===== src/rtl/gcd_arbiter.sv =====
// gcd_arbiter: round-robin front end that shares one DecoupledGcd engine
// between NUM_REQ requesters. Each accepted request's requester index is
// queued in a tag FIFO, so results, which come back in acceptance order,
// can be steered to the requester that issued them.
// Optional feature macro: GCD_ARB_STATS_EN adds saturating 16-bit
// per-requester acceptance counters on grant_count. Without it,
// grant_count is tied to zero.
module gcd_arbiter #(
    parameter int NUM_REQ   = 4,
    parameter int WIDTH     = 60,
    parameter int TAG_DEPTH = 4
) (
    input  logic                     clock,
    input  logic                     reset_n,
    input  logic [NUM_REQ-1:0]       req_valid,
    output logic [NUM_REQ-1:0]       req_ready,
    input  logic [NUM_REQ*WIDTH-1:0] req_bits_value1,
    input  logic [NUM_REQ*WIDTH-1:0] req_bits_value2,
    output logic [NUM_REQ-1:0]       resp_valid,
    input  logic [NUM_REQ-1:0]       resp_ready,
    output logic [WIDTH-1:0]         resp_bits_value1,
    output logic [WIDTH-1:0]         resp_bits_value2,
    output logic [WIDTH-1:0]         resp_bits_gcd,
    output logic                     gcd_input_valid,
    input  logic                     gcd_input_ready,
    output logic [WIDTH-1:0]         gcd_input_bits_value1,
    output logic [WIDTH-1:0]         gcd_input_bits_value2,
    input  logic                     gcd_output_valid,
    output logic                     gcd_output_ready,
    input  logic [WIDTH-1:0]         gcd_output_bits_value1,
    input  logic [WIDTH-1:0]         gcd_output_bits_value2,
    input  logic [WIDTH-1:0]         gcd_output_bits_gcd,
    output logic                     err_orphan,
    output logic [NUM_REQ*16-1:0]    grant_count
);

    localparam int IDX_W = $clog2(NUM_REQ);
    localparam int PTR_W = $clog2(TAG_DEPTH);
    localparam int CNT_W = PTR_W + 1;

    typedef enum logic {
        IDLE  = 1'b0,
        OFFER = 1'b1
    } state_e;

    state_e           state_q;
    logic [IDX_W-1:0] grant_q;
    logic [IDX_W-1:0] last_q;

    logic [IDX_W-1:0] tags_q [TAG_DEPTH];
    logic [PTR_W-1:0] rd_ptr_q, rd_ptr_d;
    logic [PTR_W-1:0] wr_ptr_q, wr_ptr_d;
    logic [CNT_W-1:0] count_q, count_d;
    logic             err_orphan_q;

    logic             fifo_empty;
    logic             fifo_full;
    logic [IDX_W-1:0] head;
    logic             push;
    logic             pop;
    logic             sel_found;
    logic [IDX_W-1:0] sel_idx;

    assign fifo_empty = (count_q == '0);
    assign fifo_full  = (count_q == CNT_W'(TAG_DEPTH));
    assign head       = tags_q[rd_ptr_q];
    assign push       = (state_q == OFFER) && gcd_input_ready;
    assign pop        = gcd_output_valid && gcd_output_ready;

    assign gcd_input_valid  = (state_q == OFFER);
    assign err_orphan       = err_orphan_q;
    assign resp_bits_value1 = gcd_output_bits_value1;
    assign resp_bits_value2 = gcd_output_bits_value2;
    assign resp_bits_gcd    = gcd_output_bits_gcd;

    // Round-robin pick: walk from last+NUM_REQ down to last+1 so the
    // nearest valid requester after `last` is the one that sticks.
    always_comb begin
        int               cand;
        logic [IDX_W-1:0] cand_idx;
        sel_found = 1'b0;
        sel_idx   = '0;
        cand      = 0;
        cand_idx  = '0;
        for (int k = NUM_REQ; k >= 1; k--) begin
            cand = int'(last_q) + k;
            if (cand >= NUM_REQ) begin
                cand = cand - NUM_REQ;
            end
            cand_idx = IDX_W'(cand);
            if (req_valid[cand_idx]) begin
                sel_found = 1'b1;
                sel_idx   = cand_idx;
            end
        end
    end

    // Offer mux and per-requester ready/valid steering (request by grant,
    // response by FIFO head).
    always_comb begin
        gcd_input_bits_value1 = '0;
        gcd_input_bits_value2 = '0;
        req_ready             = '0;
        resp_valid            = '0;
        gcd_output_ready      = 1'b0;
        for (int i = 0; i < NUM_REQ; i++) begin
            if (grant_q == IDX_W'(i)) begin
                gcd_input_bits_value1 = req_bits_value1[i*WIDTH +: WIDTH];
                gcd_input_bits_value2 = req_bits_value2[i*WIDTH +: WIDTH];
                req_ready[i]          = (state_q == OFFER) && gcd_input_ready;
            end
            if (head == IDX_W'(i)) begin
                resp_valid[i]    = gcd_output_valid && !fifo_empty;
                gcd_output_ready = resp_ready[i] && !fifo_empty;
            end
        end
    end

    // Arbiter FSM: IDLE picks a requester when there is tag space, OFFER
    // holds the grant until the engine takes it.
    always_ff @(posedge clock or negedge reset_n) begin
        if (!reset_n) begin
            state_q <= IDLE;
            grant_q <= '0;
            last_q  <= IDX_W'(NUM_REQ - 1);
        end else begin
            case (state_q)
                IDLE: begin
                    if (sel_found && !fifo_full) begin
                        grant_q <= sel_idx;
                        state_q <= OFFER;
                    end
                end
                OFFER: begin
                    if (gcd_input_ready) begin
                        last_q  <= grant_q;
                        state_q <= IDLE;
                    end
                end
                default: state_q <= IDLE;
            endcase
        end
    end

    // Tag FIFO pointer and occupancy next-state.
    always_comb begin
        rd_ptr_d = rd_ptr_q;
        wr_ptr_d = wr_ptr_q;
        count_d  = count_q;
        if (push) begin
            wr_ptr_d = wr_ptr_q + PTR_W'(1);
        end
        if (pop) begin
            rd_ptr_d = rd_ptr_q + PTR_W'(1);
        end
        case ({push, pop})
            2'b10:   count_d = count_q + CNT_W'(1);
            2'b01:   count_d = count_q - CNT_W'(1);
            default: count_d = count_q;
        endcase
    end

    // Tag FIFO control state; reset empties the FIFO.
    always_ff @(posedge clock or negedge reset_n) begin
        if (!reset_n) begin
            rd_ptr_q <= '0;
            wr_ptr_q <= '0;
            count_q  <= '0;
        end else begin
            rd_ptr_q <= rd_ptr_d;
            wr_ptr_q <= wr_ptr_d;
            count_q  <= count_d;
        end
    end

    // Tag storage; contents are only meaningful while counted as occupied.
    always_ff @(posedge clock) begin
        if (push) begin
            tags_q[wr_ptr_q] <= grant_q;
        end
    end

    // Sticky flag for an engine result arriving with no outstanding tag.
    always_ff @(posedge clock or negedge reset_n) begin
        if (!reset_n) begin
            err_orphan_q <= 1'b0;
        end else if (gcd_output_valid && fifo_empty) begin
            err_orphan_q <= 1'b1;
        end
    end

`ifdef GCD_ARB_STATS_EN
    logic [15:0] grant_cnt_q [NUM_REQ];

    // Saturating per-requester acceptance counters.
    always_ff @(posedge clock or negedge reset_n) begin
        if (!reset_n) begin
            for (int i = 0; i < NUM_REQ; i++) begin
                grant_cnt_q[i] <= 16'd0;
            end
        end else begin
            for (int i = 0; i < NUM_REQ; i++) begin
                if (req_valid[i] && req_ready[i] && (grant_cnt_q[i] != 16'hFFFF)) begin
                    grant_cnt_q[i] <= grant_cnt_q[i] + 16'd1;
                end
            end
        end
    end

    // Pack the counters onto the flat output bus.
    always_comb begin
        grant_count = '0;
        for (int i = 0; i < NUM_REQ; i++) begin
            grant_count[i*16 +: 16] = grant_cnt_q[i];
        end
    end
`else
    assign grant_count = '0;
`endif

endmodule


===== config.mk =====
export PLATFORM = sky130hd
export DESIGN_NAME = gcd_arbiter
export DESIGN_NICKNAME = d
export VERILOG_FILES = /design/src/rtl/gcd_arbiter.sv
export SDC_FILE = /design/constraint.sdc
export NUM_CORES = 1
export LEC_CHECK = 0
export BUFFER_PORTS_ARGS = -buffer_cell sky130_fd_sc_hd__buf_2
export CORE_AREA = 4 4 406 408
export CTS_CLUSTER_DIAMETER = 40
export DETAILED_ROUTE_END_ITERATION = 6
export DIE_AREA = 0 0 410 412
export MAX_ROUTING_LAYER = met4
export PLACE_DENSITY_LB_ADDON = 0.15
export SLEW_MARGIN = 25
export SYNTH_ARGS = -nofsm -noshare
export SYNTH_HDL_FRONTEND = slang
export SYNTH_SLANG_ARGS = --single-unit

===== constraint.sdc =====
create_clock -name clock -period 7.55 [get_ports clock]
set_input_delay 0.3775 -clock clock [delete_from_list [all_inputs] [get_ports clock]]
set_output_delay 0.3775 -clock clock [all_outputs]
set_load 0.1 [all_outputs]

After elaboration in Yosys (flattened, before gate mapping). Memory sizes are Yosys's and may differ from the RTL's. Cells that the tools add are included.

Register bits after elaboration: 13. Memory bits (writable): 8. Bits of input ports: 672. Output and inout bits: 375. Logic and storage cells: 101. Memories kept: 1.

Memory list: tags_q (depth 4, bits a word 2, rd ports 1, clocked after Yosys merged registers in 0, wr ports 1, line 50) `logic [IDX_W-1:0] tags_q [TAG_DEPTH];`.

Add/sub/neg operators: 12. Order comparisons: 8. Equality and inequality tests: 9. Multiplexer cells: 46. Bitwise logic cells: 1. Reductions and logical operators: 17.

Operators with widths (count): $mux W60 (8); $mux W1 (24); $mux W2 (8); $lt A2 B3 Y1 const B (4); $eq A2 B2 Y1 const B (5); $ge A3 B3 Y1 const B (3); $logic_and A1 B1 Y1 (9); $bmux W1 S2 (4); $sub A2 B1 Y2 const B (4); $add A2 B2 Y3 const B (2); $eq A2 B1 Y1 const B (3); $pmux W3 S2 (1); $add A2 B1 Y2 const B (2); $add A2 B3 Y4 const B (1); $ge A4 B3 Y1 const B (1); $logic_not A2 Y1 (2); $reduce_and A2 Y1 (2); $add A2 B1 Y3 const B (1); $add A3 B1 Y3 const B (1); $eq A3 B3 Y1 const B (1); $logic_not A3 Y1 (1); $sub A3 B1 Y3 const B (1); $logic_not A1 Y1 (2); $pmux W1 S2 (1); other kinds (2) (2).

Longest topological paths before layout. Gate-level depths: netlist (run 1).

Depth after elaboration: 12. Depth in mapped cells: 9. Mapped depth without buffers: 9.

Worst setup path before layout (run 1). Ideal clock, no wire load.

Kind: register to output. Start point: register rd_ptr_q[0]. End point: output gcd_output_ready. Arrival: 3.691 ns. Data required time: 7.173 ns. Path slack: 3.482 ns. Cell stages (with the launch flop): 5. Buffers on the path: 0. Path through: dfrtp_1 mux4_1 mux2i_1 and2b_2 a211oi_1.

Longest elaborated chain between the ends: 6. Elaborated cells on any way between the ends: 9. Classes of those cells: eq/ne (3); mux (4); reduce/logical (1); memory (1).

Ends and longest elaborated chain: start, declared (line 51) `logic [PTR_W-1:0] rd_ptr_q, rd_ptr_d;`; start signal, assigned (line 170) `rd_ptr_q <= rd_ptr_d;`; $mem_v2 Z4 W2 *; $logic_not A2 Y1 (line 112) `if (head == IDX_W'(i)) begin`; $mux W1 (3 in series) (line 112); $mux W1 * (line 112); end, declared (line 29) `output logic gcd_output_ready,`.

Every way passes the cells marked *; elsewhere a longest branch is shown, timed or not.

Worst setup path after layout (run 1). Same ends and word-level chain as after synthesis.

==> flow_metrics.tcl, run 1 <==
set metrics [dict create \
    yosysMostFrequentCell "buf_4" \
    drive_gt1_frac 0.8389 \
    viasPerCell 1.891 \
    yosysTopAreaCell "mux4_2" \
    clock_sinks 21 \
    dr.pass1.iters 4 \
    critPathCaptureType "output pin" \
    cts_resized 0 \
    htree_levels 1 \
    io_pins 1047 \
    cp_data_arrival_time_ns 2.88 \
    place.gp.congestion 0.7915 \
    postSynthAreaPerCell_um2 11.86 \
    rsz0062_at_grt "no" \
    nets 1585 \
    overflow 0 \
    synth_top_area_share 0.4749 \
    antenna_found_initial 16 \
    cp_slowest_cell "mux4_1" \
    clk_pin_slew_ns 0.06 \
    synth_cell_types 36 \
    clock_skew_ns 0.003143 \
    portBuffers 622 \
    fmax_mhz 306.9 \
    power_frac_seq 0.058 \
    cts_setup_buffers 0 \
    p_leak_uw 0.003938 \
    combinationalPowerShare 0.921 \
    ant_nets 0 \
    num_rows 148 \
    tritoncts "yes" \
    die-area_um2 168900 \
    p_sw_uw 3971 \
    synth_edf_count 8 \
    grt_pass1_wl_mm 58.79 \
    core_area_um2 161700 \
    cts-buffers-inserted 3 \
    netlist_top_cells_area "mux4_2 47%, buf_4 32%, dfrtp_1 4.8%, edfxtp_1 4.2%, ha_1 1.1%" \
    hold_buffers 0 \
    synth-async-reset-ratio 0.6190 \
    min_period_ns 3.259 \
    clkLatencyLatePin_ns 0.26 \
    setup_viol 0 \
    yosys_warnings 0 \
    path_cells "mux4_1 -> mux2i_1 -> and2b_2 -> a211oi_1 -> buf_2" \
    slew_headroom 0.3172 \
    internal_power_uw 1251 \
    cp_max_fo 6 \
    start_kind "register" \
    dpl.hpwl_mm 44.08 \
    maxSlewViolCount 0 \
    synth_top_flop_cell "dfrtp_1" \
    drt_wl_total_mm 48.22 \
    drt_iter0_drc 225 \
    worstMarginPinSlew_ns 1.024 \
    syn_inst 484 \
    ir_drop_uv 365.8 \
    die_w_um 410 \
    status "completed" \
    critical_path.max_stage_delay_ns 0.72 \
    netlist_area_um2 5738 \
    critical_path_required_ns 7.17 \
    r2r_slack_ns 4.68 \
    die_y_um 412 \
    final_cells 3086 \
    grt_pass1_vias 6135 \
    p_per_area_nw_per_um2 521.9 \
    r2r_end "count_q[2]" \
    cts_root_buf "clkbuf_16" \
    crit_buf_inv 1 \
    r2r_cells 9 \
    hp-class "in -> async" \
    post-place-cells 3077 \
    post-route-period-util 0.4316 \
    synth_commonest_cells "244 x buf_4, 121 x mux4_2, 14 x clkbuf_1" \
    wl_per_cell_um 15.62 \
    start_util 0.03549 \
    clockBufferDepth 2 \
    drc_errors 0 \
    clock_power_share 0.022 \
    yosys_register_bits 21 \
    swShare 0.7604 \
    setup_tns_ns 0 \
    syn_to_final_growth_pct 74.38 \
    hold_viol_final 0 \
    ys_seq_area_frac 0.09900 \
    critical_path_class "reg -> out" \
    vias 5836 \
    grt_max_degree 100 \
    critPathTopFamily "multiplexers" \
    cap_violations 0 \
    reg2reg_from "rd_ptr_q[0]" \
    grtUsageTotal 0.05268 \
]
-- state kept, by name, summed over array words and instances, names as in the netlist --
register,cells
tags_q,8
count_q,3
grant_q,2
last_q,2
rd_ptr_q,2
wr_ptr_q,2
err_orphan,1
gcd_input_valid,1
-- logic make-up (layout without fill, tap and decap cells) --
| family | count (synthesis) | in the layout | synth area share |
|---|---|---|---|
| buffers and inverters | 282 | 641 | 0.3467 |
| multiplexers | 127 | 127 | 0.4884 |
| AND/OR/NAND/NOR | 25 | 25 | 0.02355 |
| flip-flops | 21 | 21 | 0.09900 |
| AO/OA/AOI/OAI | 16 | 16 | 0.01810 |
| adder cells (fa/ha/maj) | 6 | 6 | 0.01439 |
| XOR/XNOR | 6 | 6 | 0.009160 |
| other | 1 | 69 | 0.0006535 |
-- worst reg2reg max path, delay by kind of cell (launching register included) --
family	cells	cell delay [ns]
flops	1	0.43
xor+xnor	2	0.30
simple gates	2	0.52
mux	1	0.58
buf+inv	1	0.06
fa+ha+maj	2	0.62
compound gates	1	0.29
-- layout make-up --
cell class | count | area [um2]
fill | 19130 | 151700
multi-input combinational | 244 | 3417
timing repair buffer | 627 | 3163
tap | 2175 | 2721
sequential | 21 | 575.6
clock buffer | 4 | 78.83
inverter | 10 | 37.54
antenna | 5 | 12.51
-- worst max-delay path by stage --
stage,depth (start not counted),slack (ns),endpoint,start
after floorplan,4,3.48,gcd_output_ready,rd_ptr_q[0]
after global placement,5,4.45,gcd_output_ready,rd_ptr_q[0]
after detailed placement,5,4.40,gcd_output_ready,rd_ptr_q[0]
after CTS,5,4.11,gcd_output_ready,rd_ptr_q[0]
after global routing,5,4.12,gcd_output_ready,rd_ptr_q[0]
final,5,4.29,gcd_output_ready,rd_ptr_q[0]
-- power by group through the flow --
stage	registers [uW]	clock network, uW	logic [uW]
after floorplan	245	0	4460
after global placement	325	0	4900
after detailed placement	321	0	4870
after CTS	321	119	4880
after global routing	329	124	4980
final	302	113	4810
-- cells in the final DEF (no fill, tap or decap), drive strengths merged, types with 2 or more instances in the layout --
master	instances
clkbuf	4
dfrtp	11
nor2	5
edfxtp	8
o22ai	2
xnor2	3
ha	5
dfstp	2
buf	627
nor3	3
a21o	2
xor2	3
nand2	6
mux2i	4
diode	5
and2b	2
mux4	122
o21ai	6
and3	4
inv	10
conb	64
a21oi	2
-- routing by layer --
layer,vias to the layer above,routed length [um],global-route usage
met1,2833,17910,0.05893
met2,576,22300,0.08162
met3,50,7200,0.03080
met4,0,801,0.01015
li1,2377,-,-
met5,-,0,-
-- per-stage QoR --
stage	worst slack, ns	hold WS (ns)	power (uW)	utilization	instance area, um2
CTS	4.115	0.03415	5323	0.06182	9993
global placement	4.452	0.3117	5225	0.06133	9915
finish	4.291	0.01116	5222	0.06189	10010
global route	4.122	0.03938	5436	0.06183	9996
detailed placement	4.396	0.3118	5189	0.06133	9915
floorplan	3.482	0.08191	4702	-	5974
Note: power is estimated with default switching activity, not from simulation.
==> run 2, diff against run 1 <==
CORE_AREA = 4 4 404 406   (was 4 4 406 408)
DIE_AREA = 0 0 408 410   (was 0 0 410 412)
clock period = 3.3 ns   (was 7.55 ns; I/O delays follow)
==> run 2 against run 1 <==
Sequential share of layout area down 0.062 points; die area down 0.97%; clock power up 130%; power up 140%; cell area up 1.1%; non-clock buffer count up 18; cell count down 1.9%; largest cell class unchanged.
==> flow_metrics.tcl, run 2 (synthesized netlist as in run 1, its figures left out) <==
set metrics [dict create \
    hp-class "in -> reg" \
    seqCellArea_um2 575.6 \
    crit_end "count_q[2]" \
    drt_wl_total_mm 46.46 \
    nets 1603 \
    p_leak_uw 0.004045 \
    final_common_cell "buf_2" \
    cp_slowest_cell "mux4_2" \
    worstMarginPinSlew_ns 0.8780 \
    largest-register "tags_q" \
    clock_skew_ns 0.006277 \
    setup_viol 0 \
    cts_resized 0 \
    slew_headroom 0.4187 \
    grtUsageTotal 0.05234 \
    timing.hold.ws_ns 0.1592 \
    cts-buffers-inserted 3 \
    met1_usage 0.06142 \
    r2r_slack_ns 0.49 \
    cts_setup_buffers 0 \
    portBuffers 622 \
    grt_most_used_layer "met2" \
    p_per_area_nw_per_um2 1216 \
    status "completed" \
    layout_setup_ws_ns 0.4884 \
    reg2reg_from "rd_ptr_q[0]" \
    rsz0062_at_grt "no" \
    startpoint "rd_ptr_q[0]" \
    die-area_um2 167300 \
    cp_max_fo 4 \
    cp_data_arrival_time_ns 3.00 \
    dr.pass1.iters 4 \
    grt_pass1_vias 6331 \
    min_period_ns 2.812 \
    clk_pin_slew_ns 0.06 \
    antenna_found_initial 18 \
    top_regs "tags_q: 8 flops, count_q: 3 flops" \
    viasPerCell 1.927 \
    overflow 0 \
    die_w_um 408 \
    use_met2 0.07595 \
    htree_levels 1 \
    path_cells "mux4_2 -> or3b_4 -> o22ai_2 -> ha_1 -> inv_1 -> fa_1 -> xor2_1 -> nor2_1 -> xor2_1" \
    fmax_mhz 355.7 \
    drt_iter0_drc 177 \
    utilization 0.06328 \
    start_util 0.03590 \
    critPathCaptureType "register" \
    clock_sinks 21 \
    maxSlewViolCount 0 \
    total_power_uw 12300 \
    ant_nets 0 \
    drive_gt1_frac 0.8420 \
    multi_input_area_um2 3422 \
    clockBufferDepth 2 \
    place.gp.congestion 0.8303 \
    drc_errors 0 \
    post-route-period-util 0.8520 \
    critical_path_class "reg -> reg" \
    critical_path.max_stage_delay_ns 0.59 \
    hold_viol_final 0 \
    wl_per_cell_um 15.35 \
    die_y_um 410 \
    critical_path_required_ns 3.48 \
    final_cell_mix "622 x buf_2, 121 x mux4_2, 64 x conb_1, 17 x buf_4, 10 x inv_1" \
    use_met3 0.03067 \
    io_pins 1047 \
    num-fill-cells 18790 \
    place_ws_ns 0.4641 \
    r2r_cells 9 \
    start_kind "register" \
    r2r_end "count_q[2]" \
    ir_drop_uv 533.8 \
    tritoncts "yes" \
    clkLatencyLatePin_ns 0.26 \
    cts_root_buf "clkbuf_16" \
    grt_pass1_wl_mm 58.15 \
    vias 5831 \
    largest_reg_flops 8 \
    grt_max_degree 34 \
    dpl.hpwl_mm 42.67 \
    syn_to_final_growth_pct 76.28 \
    num_rows 147 \
    hold_buffers 1 \
    cap_violations 0 \
    core_area_um2 159800 \
    crit_path_frequent_cell "xor2_1" \
]
-- run 2: layout make-up --
| class | instances | area share |
|---|---|---|
| multi-input combinational | 244 | 0.3383 |
| timing repair buffer | 645 | 0.3313 |
| tap | 2086 | 0.2580 |
| sequential | 21 | 0.05690 |
| clock buffer | 4 | 0.007793 |
| antenna | 16 | 0.003958 |
| inverter | 10 | 0.003711 |
-- run 2: layer usage --
layer / part of all wire / routed length, um
met2: 0.43 / 19830
met5: 0 / 0
met1: 0.40 / 18500
met4: 0.029 / 1365
met3: 0.15 / 6764
-- run 2: metrics by stage --
stage	setup TNS (ns)	cell area, um2	std cells
final	0	10110	3026
after global routing	0	10100	3019
after CTS	0	10070	3010
after detailed placement	0	9986	3005
after global placement	0	9986	3005
after floorplan	-0.6189	5979	547
-- run 2: report_power, final --
| group | switching [uW] | leakage [uW] | internal (uW) | total [uW] |
|---|---|---|---|---|
| logic | 8890 | 0.00379 | 2470 | 11400 |
| registers | 282 | 0.000219 | 404 | 686 |
| clock network | 94.9 | 0.0000383 | 165 | 260 |
| total | 9270 | 0.00405 | 3040 | 12300 |
-- run 2: worst min-delay path by stage --
stage	cells after the start	endpoint	slack, ns	startpoint
final	2	err_orphan	0.16	gcd_output_valid
after CTS	2	err_orphan	0.17	gcd_output_valid
after detailed placement	1	grant_q[1]	0.11	reset_n
after global placement	1	grant_q[1]	0.11	reset_n
after floorplan	0	count_q[0]	-0.13	reset_n
after global routing	2	err_orphan	0.17	gcd_output_valid
-- run 2: worst max-delay path, delay by kind of cell, from the launching register on --
family / cells / cell delay, ns
buffers and inverters: 1 / 0.06
flip-flops: 1 / 0.44
AO/OA/AOI/OAI: 1 / 0.23
multiplexers: 1 / 0.59
XOR/XNOR: 2 / 0.30
AND/OR/NAND/NOR: 2 / 0.52
adder cells (fa/ha/maj): 2 / 0.59
